### src/rtl/audio_boxcar_filter.sv
// Multichannel moving-average (boxcar) filter: one frame per strobe, channels
// processed serially, mean of the last 2**LOG2_DEPTH samples or raw bypass.
module audio_boxcar_filter #(
    parameter int WIDTH      = 16,
    parameter int LOG2_DEPTH = 3,
    parameter int NUM_CH     = 2
) (
    input  logic                    CLK,
    input  logic                    RST_N,
    input  logic                    IN_VALID,
    input  logic [WIDTH*NUM_CH-1:0] AUD_IN,
    input  logic                    BYPASS,
    input  logic                    CLR,
    output logic [WIDTH*NUM_CH-1:0] AUD_OUT,
    output logic                    OUT_VALID,
    output logic                    BUSY,
    output logic                    WINDOW_FULL,
    output logic                    OVERRUN
);
    localparam int DEPTH = 1 << LOG2_DEPTH;
    localparam int ACC_W = WIDTH + LOG2_DEPTH;
    localparam int CH_W  = (NUM_CH > 1) ? $clog2(NUM_CH) : 1;
    localparam logic [LOG2_DEPTH:0] FILL_MAX = (LOG2_DEPTH + 1)'(DEPTH);
    localparam logic [CH_W-1:0]     CH_LAST  = CH_W'(NUM_CH - 1);

    typedef enum logic [1:0] {IDLE, PROC, EMIT} state_t;
    state_t state, state_nxt;

    logic [CH_W-1:0]         ch;
    logic                    byp_lat;
    logic                    clr_pend;
    logic [LOG2_DEPTH-1:0]   wptr;
    logic [LOG2_DEPTH:0]     fill;
    logic signed [ACC_W-1:0] acc   [NUM_CH];
    logic signed [WIDTH-1:0] samp  [NUM_CH];
    logic signed [WIDTH-1:0] res   [NUM_CH];
    logic signed [WIDTH-1:0] dline [NUM_CH][DEPTH];

    logic signed [WIDTH-1:0] x_cur, old_cur, res_cur;
    logic signed [ACC_W-1:0] acc_nxt;
    logic                    last_ch;

    // Arithmetic shift floors toward minus infinity; the window sum always fits.
    function automatic logic signed [WIDTH-1:0] window_mean(input logic signed [ACC_W-1:0] sum);
        logic signed [ACC_W-1:0] shifted;
        shifted = sum >>> LOG2_DEPTH;
        return shifted[WIDTH-1:0];
    endfunction

    always_comb begin
        x_cur   = samp[ch];
        old_cur = (fill < FILL_MAX) ? '0 : dline[ch][wptr];
        acc_nxt = acc[ch] + ACC_W'(x_cur) - ACC_W'(old_cur);
        res_cur = byp_lat ? x_cur : window_mean(acc_nxt);
        last_ch = (ch == CH_LAST);
    end

    always_comb begin
        state_nxt = state;
        case (state)
            IDLE:    if (IN_VALID && !CLR) state_nxt = PROC;
            PROC:    if (last_ch) state_nxt = EMIT;
            EMIT:    state_nxt = IDLE;
            default: state_nxt = IDLE;
        endcase
    end

    always_ff @(posedge CLK or negedge RST_N) begin
        if (!RST_N) state <= IDLE;
        else        state <= state_nxt;
    end

    always_ff @(posedge CLK or negedge RST_N) begin
        if (!RST_N) begin
            ch        <= '0;
            byp_lat   <= 1'b0;
            clr_pend  <= 1'b0;
            wptr      <= '0;
            fill      <= '0;
            OVERRUN   <= 1'b0;
            OUT_VALID <= 1'b0;
            AUD_OUT   <= '0;
            for (int c = 0; c < NUM_CH; c++) acc[c] <= '0;
        end else begin
            OUT_VALID <= 1'b0;
            if (IN_VALID && state != IDLE) OVERRUN <= 1'b1;
            case (state)
                IDLE: begin
                    if (CLR) begin
                        wptr <= '0;
                        fill <= '0;
                        for (int c = 0; c < NUM_CH; c++) acc[c] <= '0;
                    end else if (IN_VALID) begin
                        ch      <= '0;
                        byp_lat <= BYPASS;
                    end
                end
                PROC: begin
                    acc[ch] <= acc_nxt;
                    if (CLR) clr_pend <= 1'b1;
                    if (last_ch) begin
                        ch        <= '0;
                        OUT_VALID <= 1'b1;
                        for (int c = 0; c < NUM_CH; c++)
                            AUD_OUT[c*WIDTH +: WIDTH] <= (CH_W'(c) == ch) ? res_cur : res[c];
                    end else begin
                        ch <= ch + 1'b1;
                    end
                end
                EMIT: begin
                    // A clear requested mid-frame lands here, after the frame's own result.
                    if (clr_pend || CLR) begin
                        clr_pend <= 1'b0;
                        wptr     <= '0;
                        fill     <= '0;
                        for (int c = 0; c < NUM_CH; c++) acc[c] <= '0;
                    end else begin
                        wptr <= wptr + 1'b1;
                        if (fill != FILL_MAX) fill <= fill + 1'b1;
                    end
                end
                default: ;
            endcase
        end
    end

    always_ff @(posedge CLK) begin
        if (state == IDLE && IN_VALID)
            for (int c = 0; c < NUM_CH; c++) samp[c] <= AUD_IN[c*WIDTH +: WIDTH];
        if (state == PROC) begin
            dline[ch][wptr] <= x_cur;
            res[ch]         <= res_cur;
        end
    end

    assign BUSY        = (state != IDLE);
    assign WINDOW_FULL = (fill == FILL_MAX);

endmodule

### config.mk
export PLATFORM = sky130hd
export DESIGN_NAME = audio_boxcar_filter
export DESIGN_NICKNAME = d
export VERILOG_FILES = /design/src/rtl/audio_boxcar_filter.sv
export SDC_FILE = /design/constraint.sdc
export NUM_CORES = 1
export LEC_CHECK = 0
export CAP_MARGIN = 20
export CORE_MARGIN = 8
export CORE_UTILIZATION = 65
export CTS_BUF_LIST = sky130_fd_sc_hd__clkbuf_8 sky130_fd_sc_hd__clkbuf_16
export CTS_CLUSTER_DIAMETER = 100
export DETAILED_ROUTE_END_ITERATION = 6
export PLACE_DENSITY = 0.95
export REMOVE_ABC_BUFFERS = 1
export SYNTH_ARGS = -nofsm -noshare
export SYNTH_HDL_FRONTEND = slang
export SYNTH_SLANG_ARGS = --single-unit
### constraint.sdc
create_clock -name CLK -period 13.8 [get_ports CLK]
set_input_delay 2.76 -clock CLK [delete_from_list [all_inputs] [get_ports CLK]]
set_output_delay 2.76 -clock CLK [all_outputs]
set_load 0.02 [all_outputs]
Yosys cells after proc, flatten, opt, wreduce, memory -nomap -nowiden

Memories as Yosys holds them, arrays and structs flattened. A register that Yosys moved wholly into a read port is not among the register bits.
Index checks and enable logic that the tools add are counted.

Reduce and logical (&&, ||, !) cells: 22
Mux-type cells: 40
Magnitude comparators: 5
Equality and inequality tests: 12
Bitwise operators: 3
Add/subtract/negate cells: 5

Operators with widths:

| cell                                                           | number |
|---|---|
| 128-bit 2-to-1 mux                                             | 1 |
| 38-bit one-hot mux with 3 select lines                         | 1 |
| 16-bit 2-to-1 mux                                              | 5 |
| 19-bit 2-to-1 mux                                              | 4 |
| 38-bit 2-to-1 mux                                              | 2 |
| 16-bit binary-select mux with 3-bit select                     | 1 |
| 16-bit demux with 3-bit select                                 | 1 |
| 38-bit bitwise mux                                             | 1 |
| 19-bit by 16-bit adder with 19-bit output                      | 1 |
| 19-bit demux with 1-bit select                                 | 1 |
| 19-bit by 16-bit subtractor with 19-bit output                 | 1 |
| 3-bit AND reduction                                            | 5 |
| 2-bit inequality test (second input constant)                  | 7 |
| 4-bit 2-to-1 mux                                               | 3 |
| 1-bit 2-to-1 mux                                               | 11 |
| 4-bit one-hot mux with 2 select lines                          | 1 |
| 2-bit nonzero test                                             | 4 |
| 3-bit 2-to-1 mux                                               | 2 |
| 3-bit one-hot mux with 2 select lines                          | 1 |
| 2-bit AND reduction                                            | 3 |
| 1-bit logical AND                                              | 5 |
| 4-bit by 1-bit adder with 4-bit output (second input constant) | 1 |
| 4-bit equality test (second input constant)                    | 1 |
| 4-bit greater-or-equal comparator (second input constant)      | 1 |
| 20 further kinds                                               | 23 |

Memories kept: 3
Flip-flop bits (word level): 84
RAM bits: 320
Input port bits: 37

Memories:

| memory | depth | width | read ports | clocked after memory_dff | write ports | RTL line | text |
|---|---|---|---|---|---|---|---|
| dline  | 2     | 128   | 1          | 0                        | 1           | 37       | `logic signed [WIDTH-1:0] dline [NUM_CH][DEPTH];` |
| res    | 2     | 16    | 1          | 1                        | 1           | 36       | `logic signed [WIDTH-1:0] res [NUM_CH];` |
| samp   | 2     | 16    | 1          | 0                        | 2           | 35       | `logic signed [WIDTH-1:0] samp [NUM_CH];` |

Depth between registers and ports, before layout

Word-level depth: 8
Mapped depth: 17
Mapped depth without buffers: 14

Least setup slack after synthesis

No wires, ideal clock.

Path kind: input to register
Start point: input IN_VALID
End point: memory samp[0][0] (enable)
Stages: 2
Path buffers: 0
Data required time: 13.379 ns
Slack: 9.219 ns
Library setup time: 0.421 ns
Arrival time: 4.159 ns
Path through: inv_1 > nor2_1

RTL lines:

| element            | RTL line | text |
|---|---|---|
| start: declaration | 10       | `input logic IN_VALID,` |
| end: declaration   | 35       |  |

Worst setup path after layout

Start point: register ch
End point: memory res[0][9] (data pin)

Cells in the longest elaborated chain, start to end: 7

RTL lines:

| element                                                                                                      | RTL line | text |
|---|---|---|
| start: declaration                                                                                           | 29       | `logic [CH_W-1:0] ch;` |
| start signal: assignment                                                                                     | 107      | `ch <= ch + 1'b1;` |
| 1-bit inverter with 2-bit output (implied by the code) / memory read 2 x 128 bit (equally long branches)     | -        |  |
| 19-bit 2-to-1 mux (implied by the code) / 16-bit binary-select mux with 3-bit select (equally long branches) | 53, 52   |  |
| 19-bit 2-to-1 mux (implied by the code) / 16-bit 2-to-1 mux (equally long branches) (2 in series)            | 53, 52   |  |
| 19-bit by 16-bit adder with 19-bit output / 16-bit 2-to-1 mux (equally long branches)                        | 53, 52   |  |
| 19-bit by 16-bit subtractor with 19-bit output                                                               | 53       | `acc_nxt = acc[ch] + ACC_W'(x_cur) - ACC_W'(old_cur);` |
| 16-bit 2-to-1 mux (*)                                                                                        | 54       | `res_cur = byp_lat ? x_cur : window_mean(acc_nxt);` |
| named net res_cur[9]                                                                                         | 39       | `logic signed [WIDTH-1:0] x_cur, old_cur, res_cur;` |
| end: declaration                                                                                             | 36       |  |

The timed path passes the listed nets; every way through them passes the cells marked *. The select of a mux whose other input is x is not followed.

==> summary.txt <==
Cells and area
  • Most frequent cells in the layout: sky130_fd_sc_hd__edfxtp_1 (304), sky130_fd_sc_hd__nand2_1 (133), sky130_fd_sc_hd__dfrtp_1 (82)
  • Most common library cell in the layout ignoring fill and taps: sky130_fd_sc_hd__edfxtp_1
  • Share of layout cells above drive strength 1: between 10% and 20%
  • Share of the core filled with cells in the final layout: 75.2%
  • Layout Nets: 1219
  • Area overhead of the layout relative to synthesis: 13.4%
  • Antenna diode count: 0
  • Total of fill cells in the finished design: 1409
  • Design area: 19000 um2
  • Final standard cell count with taps included and fillers excluded: between 1000 and 1500

Place
  • Pre-CTS WS: 7.75 ns
  • Number of port buffers: between 70 and 80
  • Routability Congestion: 0.965
  • Post-detail-place hpwl: ~23 mm
  • Cell area reported after detailed placement: ~18000 um2
  • DP Cell Count: 1431

CTS
  • Worst-case clock buffer depth: 3
  • Num CTS Buffers: 38
  • H-tree Lvls: 2
  • Clock edge transition at the registers on the reported setup and hold paths: ~0.06 ns
  • Root buf cell: sky130_fd_sc_hd__clkbuf_16
  • Latest clock arrival within the worst-skew pair: between 0.5 and 0.6 ns
  • Number of clock sinks: 388
  • CTS tree: built
  • Buffer count from post-CTS setup fixing: 0
  • Number of buffers inserted by hold repair at cts: 0
  • # resized after CTS: 0

Synth
  • Portion of netlist area occupied by mux cells: 13.6%
  • Post-Synthesis Mean Instance Area: 15.8 um2
  • Async set-reset flop share out of synthesis: 21.6%
  • Synth Area in Simple Gates: under 10%
  • Dominant combinational cell family by area after synthesis: multiplexers
  • Predominant post-synthesis flop cell: sky130_fd_sc_hd__edfxtp_1
  • Fraction of the yosys area taken by sequential cells: about two thirds
  • Synth Area in Compound Gates: 5.20%
  • Post-synthesis cell area: between 15000 and 20000 um2
  • Xor/xnor cell area share of the yosys netlist: 0.889%
  • Post-Synth Adder-Cell Area: 3.87%
  • Flip-flop and latch count after synthesis: 388
  • Gate count after technology mapping: 1057
  • Distinct cell type count of the synthesized netlist: 62
  • Synth Warn #: 0
  • Number of synthesized flops with an enable pin: 304

Timing
  • Maximum frequency from static timing analysis: 162 MHz
  • Fraction of the cycle the final worst path needs: between 40% and 50%
  • Transition time at the pin with the least slew margin: between 1 and 1.5 ns
  • Slew Limit Headroom: between 20% and 30%
  • Min setup slack post-route: about 7.6 ns
  • Final-layout worst hold slack: ~0.44 ns
  • Crit path time final: 6.18 ns
  • Final Max Tran Viols: 0
  • Worst clock skew: between 0.01 and 0.015 ns
  • Final TNS setup: 0 ns
  • Final count of hold timing violations: 0
  • Unrepaired setup endpoints after global routing: no
  • Total of endpoints with negative setup slack in the final report: 0

Power and ir drop
  • Worst ir drop on vdd: 0.000206 V
  • Sum of internal, switching and leakage power: 4.56 mW
  • Power per standard cell area: around 240 nW/um2
  • Lkg Pwr: 6.85 nW

Global route
  • Wire length of the first global-routing pass: 59.5 mm
  • GRT Total Usage: 25.2%
  • Maximum number of pins on one net before global-route repair: 79
  • Vias in the first global route: 10300
  • Initial antenna violation count: 1
  • Remaining global-route overflow: 0

Route
  • Wire length per cell after detailed routing: 26.1 um
  • Uppermost layer routed: met5
  • DR pass1 iterations: 6
  • Number of DRC violations after detailed-routing iteration 0: 1019
  • Post-DRT Antenna Nets: 0
  • Met2 routed WL: ~20 mm
  • Final Routed Wirelength: 39.0 mm
  • WL met3: 3.72 mm
  • Residual DRC: 0
  • Via/cell ratio: between 6 and 7
  • Wl on met1: 13.7 mm
  • Detailed-route via count: 9869

Floorplan
  • Count of boundary I/O pins: 73
  • Number of placement rows: 58
  • Core footprint: 25300 um2
  • Floorplan die area: 31200 um2
  • Initial core utilization: 66.3%
  • DIE WIDTH: about 180 um
  • Floorplan die height: ~180 um

Outcome
  • Status: finished, final reports clean

Worst hold path
  • Cells on Worst Hold Path: 2
  • Type of the most critical hold path: register to register
  • Hold Crit Start: res[0][8]
  • Worst Hold End: AUD_OUT[8]

Worst setup path
  • Arrival time at the worst endpoint: between 6 and 7 ns
  • Worst Path Required: 14.04 ns
  • Type of origin of the critical path: register
  • Destination of the worst register-to-register timing path: res[0][9]
  • Path type of the worst setup path: register to register
  • Reg-to-reg startpoint: ch
  • Worst Setup SP: ch
  • Worst Setup End Kind: register
  • Number of cells on the worst reg-to-reg path: 13
  • R2R Setup Slk: 7.62 ns
  • Critical Path Fanout Max: between 50 and 60

Flow run
  • Max-capacitance violation count: 0
[synth_stat cells, types with 20 or more instances]
cell                       number  area [um2]
sky130_fd_sc_hd__a21oi_1       29         145
sky130_fd_sc_hd__clkbuf_1      27         101
sky130_fd_sc_hd__dfrtp_1       84        2100
sky130_fd_sc_hd__edfxtp_1     304        9130
sky130_fd_sc_hd__ha_1          23         288
sky130_fd_sc_hd__inv_1         60         225
sky130_fd_sc_hd__mux2_2        24         270
sky130_fd_sc_hd__mux2i_1       20         200
sky130_fd_sc_hd__mux4_2        80        1800
sky130_fd_sc_hd__nand2_1      133         499
sky130_fd_sc_hd__nor2_1        23        86.3
sky130_fd_sc_hd__nor3_1        22         110
sky130_fd_sc_hd__o21ai_0       23         115
sky130_fd_sc_hd__o22ai_1       27         169
[worst max path at each step]
stage | slack, ns | cells after the start | to
after floorplan | 5.50 | 2 | dline[1][112]
after global placement | 7.82 | 12 | res[0][15]
after detailed placement | 7.75 | 15 | res[0][11]
after CTS | 7.64 | 13 | res[0][9]
after global routing | 7.26 | 13 | res[0][9]
final | 7.62 | 13 | res[0][9]
[worst max-delay path: stages, from the launching register on]
cell and delay [ns]:
sky130_fd_sc_hd__dfrtp_4 1.08, sky130_fd_sc_hd__buf_4 0.83, sky130_fd_sc_hd__mux4_2 0.62, sky130_fd_sc_hd__mux4_2 0.49, sky130_fd_sc_hd__and2_1 0.19, sky130_fd_sc_hd__fa_1 0.51
sky130_fd_sc_hd__inv_1 0.04, sky130_fd_sc_hd__ha_1 0.33, sky130_fd_sc_hd__and2b_1 0.20, sky130_fd_sc_hd__o2111ai_2 0.35, sky130_fd_sc_hd__a21oi_1 0.16, sky130_fd_sc_hd__a31oi_1 0.23
sky130_fd_sc_hd__xor2_1 0.54, sky130_fd_sc_hd__o21ai_0 0.21
[kinds of logic (layout without fill, tap and decap cells)]
kind of cell,after synthesis,count (layout)
buffers and inverters,117,228
multiplexers,124,124
AO/OA/AOI/OAI,134,134
AND/OR/NAND/NOR,236,236
flip-flops,388,388
adder cells (fa/ha/maj),41,41
XOR/XNOR,17,17
[registers in the layout, summed over array words and instances (netlist names), 2 cells and up]
name and flops:
dline 256, acc 38, AUD_OUT 32, samp 32
res 16, fill 4, wptr 3, state 2
[metal layers]
metal / global-route usage, % / up-vias
met5: 0 / -
met4: 10.3 / 2
met3: 5.15 / 130
met2: 43.6 / 601
met1: 30.8 / 4993
li1: - / 4143
[final cells by class]
| type | instances | area (um2) | area share [%] |
|---|---|---|---|
| repair buffers | 98 | 913 | 4.81 |
| inverters | 63 | 236 | 1.24 |
| clock inverters | 26 | 115 | 0.606 |
| multi-input cells | 552 | 5070 | 26.7 |
| flip-flops and latches | 388 | 11200 | 59.1 |
| clock buffers | 41 | 1010 | 5.34 |
| well taps | 330 | 413 | 2.17 |
[power by group]
| group | switching [mW] | internal [mW] |
|---|---|---|
| clock network | 0.421 | 0.527 |
| registers | 0.117 | 1.56 |
| logic | 1.19 | 0.735 |
(Power assumes the default switching activity.)
